===== src/rtl/sample_stream_source_pkg.sv =====
// sample_stream_pkg: shared types for the sample stream source slice.
//   DATA_W             - beat width in bits
//   stream_src_state_t - output FSM states (IDLE, SEND, GAP)
//   stream_byte_t      - one stream beat
package sample_stream_pkg;

  localparam int unsigned DATA_W = 8;

  typedef enum logic [1:0] {
    IDLE,
    SEND,
    GAP
  } stream_src_state_t;

  typedef logic [DATA_W-1:0] stream_byte_t;

endpackage : sample_stream_pkg


===== src/rtl/sample_stream_source_if.sv =====
// sample_stream_source_if: write-side and stream-side handshake signals of
// the sample stream source.
//   master - the source block: accepts writes, drives the output stream
//   slave  - the environment: issues writes, consumes the output stream
// Optional macro STREAM_SOURCE_PARITY_EN adds stream_out_parity.
interface sample_stream_source_if;
  import sample_stream_pkg::*;

  logic         wr_valid;
  logic         wr_ready;
  stream_byte_t wr_data;
  logic         stream_out_valid;
  logic         stream_out_ready;
  stream_byte_t stream_out_data;
`ifdef STREAM_SOURCE_PARITY_EN
  logic         stream_out_parity;

  modport master (
    input  wr_valid, wr_data, stream_out_ready,
    output wr_ready, stream_out_valid, stream_out_data, stream_out_parity
  );
  modport slave (
    output wr_valid, wr_data, stream_out_ready,
    input  wr_ready, stream_out_valid, stream_out_data, stream_out_parity
  );
`else
  modport master (
    input  wr_valid, wr_data, stream_out_ready,
    output wr_ready, stream_out_valid, stream_out_data
  );
  modport slave (
    output wr_valid, wr_data, stream_out_ready,
    input  wr_ready, stream_out_valid, stream_out_data
  );
`endif

endinterface : sample_stream_source_if


===== src/rtl/sample_stream_source_fifo.sv =====
// sample_stream_fifo: DEPTH-entry byte FIFO (DEPTH a power of two, >= 2).
//   clk, reset_n - clock, asynchronous active-low reset (empties the FIFO)
//   push, wr_data - enqueue request; ignored while full
//   pop           - dequeue request; ignored while empty
//   head          - oldest entry (valid when not empty)
//   full, empty, level - occupancy
module sample_stream_fifo
  import sample_stream_pkg::*;
#(
  parameter int unsigned DEPTH = 4
) (
  input  logic                     clk,
  input  logic                     reset_n,
  input  logic                     push,
  input  stream_byte_t             wr_data,
  input  logic                     pop,
  output stream_byte_t             head,
  output logic                     full,
  output logic                     empty,
  output logic [$clog2(DEPTH):0]   level
);

  localparam int unsigned AW = $clog2(DEPTH);

  stream_byte_t  mem_q [DEPTH];
  logic [AW-1:0] wr_ptr_q;
  logic [AW-1:0] rd_ptr_q;
  logic [AW:0]   level_q;
  logic          do_push;
  logic          do_pop;

  assign full    = (level_q == (AW+1)'(DEPTH));
  assign empty   = (level_q == '0);
  assign level   = level_q;
  assign head    = mem_q[rd_ptr_q];
  assign do_push = push && !full;
  assign do_pop  = pop && !empty;

  // Pointers are AW bits wide, so they wrap modulo DEPTH on overflow.
  always_ff @(posedge clk or negedge reset_n) begin
    if (!reset_n) begin
      wr_ptr_q <= '0;
      rd_ptr_q <= '0;
      level_q  <= '0;
    end else begin
      if (do_push) wr_ptr_q <= wr_ptr_q + AW'(1);
      if (do_pop)  rd_ptr_q <= rd_ptr_q + AW'(1);
      unique case ({do_push, do_pop})
        2'b10:   level_q <= level_q + (AW+1)'(1);
        2'b01:   level_q <= level_q - (AW+1)'(1);
        default: level_q <= level_q;
      endcase
    end
  end

  always_ff @(posedge clk) begin
    if (do_push) mem_q[wr_ptr_q] <= wr_data;
  end

endmodule : sample_stream_fifo


===== src/rtl/sample_stream_source.sv =====
// sample_stream_source: byte-stream transmitter. Bytes written into an
// internal FIFO are sent one beat at a time on a ready/valid stream, with
// gap_cycles idle cycles inserted after each accepted beat.
//   clk, reset_n - clock, asynchronous active-low reset
//   sif          - write port (wr_*) and output stream (stream_out_*)
//   gap_cycles   - idle cycles after each beat, sampled at the handshake
//   fifo_level   - FIFO occupancy
//   beat_count   - completed output handshakes (wrapping)
//   busy         - FSM not idle or FIFO not empty
// Optional macro STREAM_SOURCE_PARITY_EN: drives sif.stream_out_parity with
// the even parity of the byte held in the output register.
module sample_stream_source
  import sample_stream_pkg::*;
#(
  parameter int unsigned DEPTH = 4,
  parameter int unsigned GAP_W = 4,
  parameter int unsigned CNT_W = 16
) (
  input  logic                   clk,
  input  logic                   reset_n,
  sample_stream_source_if.master sif,
  input  logic [GAP_W-1:0]       gap_cycles,
  output logic [$clog2(DEPTH):0] fifo_level,
  output logic [CNT_W-1:0]       beat_count,
  output logic                   busy
);

  stream_src_state_t state_q;
  stream_byte_t      data_q;
  logic              valid_q;
  logic [GAP_W-1:0]  gap_cnt_q;
  logic [CNT_W-1:0]  beat_cnt_q;

  stream_byte_t      head;
  logic              full;
  logic              empty;
  logic              pop;
  logic              hs;

  sample_stream_fifo #(
    .DEPTH(DEPTH)
  ) u_fifo (
    .clk     (clk),
    .reset_n (reset_n),
    .push    (sif.wr_valid),
    .wr_data (sif.wr_data),
    .pop     (pop),
    .head    (head),
    .full    (full),
    .empty   (empty),
    .level   (fifo_level)
  );

  assign hs = valid_q && sif.stream_out_ready;

  // Pop decision feeds the FIFO in the same cycle the FSM moves to SEND.
  always_comb begin
    pop = 1'b0;
    unique case (state_q)
      IDLE:    pop = !empty;
      SEND:    pop = hs && (gap_cycles == '0) && !empty;
      GAP:     pop = (gap_cnt_q == GAP_W'(1)) && !empty;
      default: pop = 1'b0;
    endcase
  end

  always_ff @(posedge clk or negedge reset_n) begin
    if (!reset_n) begin
      state_q    <= IDLE;
      data_q     <= '0;
      valid_q    <= 1'b0;
      gap_cnt_q  <= '0;
      beat_cnt_q <= '0;
    end else begin
      if (pop) data_q <= head;
      if (hs)  beat_cnt_q <= beat_cnt_q + CNT_W'(1);
      unique case (state_q)
        IDLE: begin
          if (pop) begin
            state_q <= SEND;
            valid_q <= 1'b1;
          end
        end
        SEND: begin
          if (hs) begin
            if (gap_cycles != '0) begin
              gap_cnt_q <= gap_cycles;
              state_q   <= GAP;
              valid_q   <= 1'b0;
            end else if (!pop) begin
              state_q <= IDLE;
              valid_q <= 1'b0;
            end
          end
        end
        GAP: begin
          if (gap_cnt_q == GAP_W'(1)) begin
            state_q <= pop ? SEND : IDLE;
            valid_q <= pop;
          end else begin
            gap_cnt_q <= gap_cnt_q - GAP_W'(1);
          end
        end
        default: begin
          state_q <= IDLE;
          valid_q <= 1'b0;
        end
      endcase
    end
  end

`ifdef STREAM_SOURCE_PARITY_EN
  logic parity_q;

  always_ff @(posedge clk or negedge reset_n) begin
    if (!reset_n)  parity_q <= 1'b0;
    else if (pop)  parity_q <= ^head;
  end

  assign sif.stream_out_parity = parity_q;
`endif

  assign sif.wr_ready         = !full;
  assign sif.stream_out_valid = valid_q;
  assign sif.stream_out_data  = data_q;
  assign beat_count           = beat_cnt_q;
  assign busy                 = (state_q != IDLE) || (fifo_level != '0);

endmodule : sample_stream_source


===== src/flat_wrapper.sv =====
// flat-port wrapper written by rule: the top's interface ports become plain ports
module sample_stream_source_flat import sample_stream_pkg::*;
#(
  parameter int unsigned DEPTH = 4,
  parameter int unsigned GAP_W = 4,
  parameter int unsigned CNT_W = 16
)
  (clk, reset_n, gap_cycles, fifo_level, beat_count, busy, sif_wr_valid, sif_wr_data, sif_stream_out_ready, sif_wr_ready, sif_stream_out_valid, sif_stream_out_data);
  sample_stream_source_if sif_i ();
  input  logic clk;
  input  logic reset_n;
  input  logic [GAP_W-1:0] gap_cycles;
  output logic [$clog2(DEPTH):0] fifo_level;
  output logic [CNT_W-1:0] beat_count;
  output logic busy;
  input wire logic [$bits(sif_i.wr_valid)-1:0] sif_wr_valid;
  input wire logic [$bits(sif_i.wr_data)-1:0] sif_wr_data;
  input wire logic [$bits(sif_i.stream_out_ready)-1:0] sif_stream_out_ready;
  output wire logic [$bits(sif_i.wr_ready)-1:0] sif_wr_ready;
  output wire logic [$bits(sif_i.stream_out_valid)-1:0] sif_stream_out_valid;
  output wire logic [$bits(sif_i.stream_out_data)-1:0] sif_stream_out_data;
  assign sif_i.wr_valid = sif_wr_valid;
  assign sif_i.wr_data = sif_wr_data;
  assign sif_i.stream_out_ready = sif_stream_out_ready;
  assign sif_wr_ready = sif_i.wr_ready;
  assign sif_stream_out_valid = sif_i.stream_out_valid;
  assign sif_stream_out_data = sif_i.stream_out_data;
  sample_stream_source #(.DEPTH(DEPTH), .GAP_W(GAP_W), .CNT_W(CNT_W)) u_core (.clk(clk), .reset_n(reset_n), .sif(sif_i), .gap_cycles(gap_cycles), .fifo_level(fifo_level), .beat_count(beat_count), .busy(busy));
endmodule

===== config.mk =====
export PLATFORM = sky130hd
export DESIGN_NAME = sample_stream_source_flat
export DESIGN_NICKNAME = d
export VERILOG_FILES = /design/src/rtl/sample_stream_source_pkg.sv /design/src/rtl/sample_stream_source_if.sv /design/src/rtl/sample_stream_source_fifo.sv /design/src/rtl/sample_stream_source.sv /design/src/flat_wrapper.sv
export SDC_FILE = /design/constraint.sdc
export NUM_CORES = 1
export LEC_CHECK = 0
export ABC_CLOCK_PERIOD_IN_PS = 2500
export CORE_UTILIZATION = 49
export DETAILED_ROUTE_END_ITERATION = 10
export PLACE_DENSITY = 0.76
export REMOVE_ABC_BUFFERS = 1
export SLEW_MARGIN = 10
export SYNTH_ARGS = -nofsm -noshare
export SYNTH_HDL_FRONTEND = slang
export SYNTH_SLANG_ARGS = --single-unit

===== constraint.sdc =====
create_clock -name clk -period 2.5 [get_ports clk]
set_input_delay 0.25 -clock clk [delete_from_list [all_inputs] [get_ports clk]]
set_output_delay 0.25 -clock clk [all_outputs]
set_load 0.02 [all_outputs]

==> run metrics <==
outcome=finished, final reports clean; number of enable flip-flop cells after synthesis=32; count of final max-slew check failures=0; detailed-route via count=1851; dpl hpwl=3.74 mm; crit-path max FO=5; Area growth syn-to-layout=25.9%; Clock Skew=0.00763 ns; Fill cells=427; GRT overflow=0; Primary FF master, synth=dfrtp_1; area of the multi-input gates=1180 sq um; VDD IR-drop max=971 uV; fmax=424 MHz; period utilization=94.4%; storage element area=1910 sq um; # nets final=301; placed cell count=335; Ant. Diodes=0; cts-stage hold buffer count=0; Worst Setup End Kind=flip-flop; Post-synth ARST share=54.3%; CTS tree=built; Die Width=82.2 um; IO buf count=45; CTS max path bufs=2; crit-path leading delay family=adder cells; CTS Sinks=70; vias in the first global route=1778; Slew @ Worst Pin=0.868 ns; GRT Overall Usage=18.4%; first-pass GRT wire length=8.69 mm; Gate power share=40.4%; # rows=28; final antenna-violating net count=0; worst path arrival time=2.59 ns; Pre-antenna DRT Iters=4; final std cells w/o fill=352; crit path cell chain=inv_1, ha_2, and4bb_2, o31ai_4, inv_1, ha_1, fa_1, xnor2_1, nor2_1, xor2_1; total power=0.00485 W; sum of buffers and inverters on the critical path=2; clock root cell=clkbuf_8; Mapped Area=3150 sq um; most frequent CP cell=inv_1; vias per cell=5.26; I/O pins=46; Hold Path Class=primary input to asynchronous set/reset pin; number of remaining DRC errors=0; Setup CP Type=flip-flop to flip-flop; Final setup viols=0; Min Clock Period, post-route=2.36 ns; antenna violations before repair=0; Pleak=1.58 nW; sequential-to-total area share from yosys stat=60.7%; WHS=0.0131 ns; max incr delay on CP=0.40 ns; WL/cell=15.6 um; commonest non-fill, non-tap cell in the layout=clkdlybuf4s50_1; #FFs+latches synth=70; Clock Latency Late Sink=0.35 ns; crit start category=flip-flop; Clock Pin Slew Worst Setup and Hold Paths=0.07 ns; PD cells=1220 nW/um^2; H-tree depth=3; final hold viol count=0; Avg Inst Size Synth=14.8 sq um; Initial Utilization=52.0%; clock group share of total power=21.2%; NetSw=0.00164 W; Final Wtd Congestion=0.784; share of cells above drive strength 1=18.8%; Seq pwr share=38.4%; Starting DRT DRC Count=61; CORE AREA=6060 sq um; Crit-path slowest cell=dfrtp_1; Worst Path Required=2.73 ns; pin count of the biggest net entering global routing=39; Routed WL=5.50 mm; relative slew slack=42.1%; Die H=82.2 um; Int Pwr=0.00321 W; Num CTS Buffers=9; Distinct cells, synth=43; most frequent cells in the layout=clkdlybuf4s50_1, dfrtp_1, edfxtp_1; die area=6750 sq um; switching share of power=33.8%; Synth Warn #=0; Max Cap Violations=0; Cells after Synth=213
-- synth_stat cells, types with 2 or more instances --
master,count,area share [%]
nor3_1,3,0.48
nand2_1,10,1.2
mux2_2,13,4.6
inv_1,12,1.4
and4b_1,2,0.64
nand4bb_1,2,0.71
and2_1,2,0.40
ha_1,12,4.8
xor2_1,5,1.4
xnor2_1,16,4.4
and3_1,4,0.79
clkbuf_2,2,0.32
mux4_2,8,5.7
mux2i_1,2,0.64
edfxtp_1,32,31
nand4_1,6,1.2
nor3b_1,2,0.48
o21ai_0,3,0.48
nand3_1,6,0.95
dfrtp_1,38,30
and4_1,2,0.56
nor2_1,10,1.2
-- sequential cells by signal (all words and copies together) (netlist names) --
register,cells
u_core.state_q,2
u_core.beat_count,16
u_core.sif.stream_out_valid,1
u_core.u_fifo.level,3
u_core.gap_cnt_q,4
u_core.u_fifo.rd_ptr_q,2
u_core.u_fifo.mem_q,32
u_core.sif.stream_out_data,8
u_core.u_fifo.wr_ptr_q,2
-- kinds of logic after synthesis --
kind of cell,count (synthesis),share of synthesized area (%)
XOR/XNOR,21,5.84
adder cells (fa/ha/maj),13,5.40
AO/OA/AOI/OAI,15,3.89
buffers and inverters,16,2.10
multiplexers,23,11.0
flip-flops,70,60.7
AND/OR/NAND/NOR,55,11.1
-- per-layer routing --
metal | up-vias | part of all wire [%] | routed length [um] | GRT usage [%]
li1 | 912 | - | - | -
met5 | - | 0 | 0 | 0
met4 | 0 | 1.7 | 91 | 7.89
met1 | 894 | 45 | 2460 | 23.5
met2 | 37 | 49 | 2680 | 27.9
met3 | 8 | 4.9 | 271 | 6.92
-- through the flow --
| step | utilization [%] | setup TNS, ns | cell area [sq um] | setup slack (ns) |
|---|---|---|---|---|
| floorplan | - | -0.0739 | 3130 | -0.0616 |
| global placement | 61.3 | 0 | 3710 | 0.0804 |
| detailed placement | 61.3 | 0 | 3710 | 0.0159 |
| CTS | 65.2 | 0 | 3950 | 0.0543 |
| global route | 65.4 | -0.00284 | 3970 | -0.00284 |
| finish | 65.4 | 0 | 3970 | 0.139 |
-- power by group through the flow --
stage | combinational [W] | clock, W | sequential [W]
floorplan | 0.00114 | 0 | 0.00199
CTS | 0.00195 | 0.00105 | 0.00187
global route | 0.00214 | 0.00109 | 0.00192
global placement | 0.00188 | 0 | 0.00187
finish | 0.00196 | 0.00103 | 0.00186
detailed placement | 0.00193 | 0 | 0.00189
-- repair_timing --
action,in CTS,in global routing
setup buffers,0,1
endpoints found under the setup margin,1,2
resized for setup,1,2
-- cell type report --
| class | count | share of cell area (%) |
|---|---|---|
| clock inverters | 3 | 1.14 |
| well taps | 75 | 2.37 |
| multi-input cells | 127 | 29.8 |
| repair buffers | 52 | 12.6 |
| clock buffers | 13 | 4.79 |
| flip-flops and latches | 70 | 48.2 |
| inverters | 12 | 1.14 |
-- worst paths after layout --
check	cells after the start	slack (ns)	startpoint	end
max in group asynchronous	1	1.94	reset_n	u_core.u_fifo.wr_ptr_q[1]
hold reg to reg	1	0.48	u_core.beat_count[15]	u_core.beat_count[15]
setup / recovery	10	0.14	u_core.state_q[0]	u_core.u_fifo.level[2]
min in group clk	1	0.48	u_core.beat_count[15]	u_core.beat_count[15]
hold / removal	1	0.01	reset_n	u_core.beat_count[11]
setup reg to reg	10	0.14	u_core.state_q[0]	u_core.u_fifo.level[2]
No activity file was read; power rests on OpenSTA's default activity.
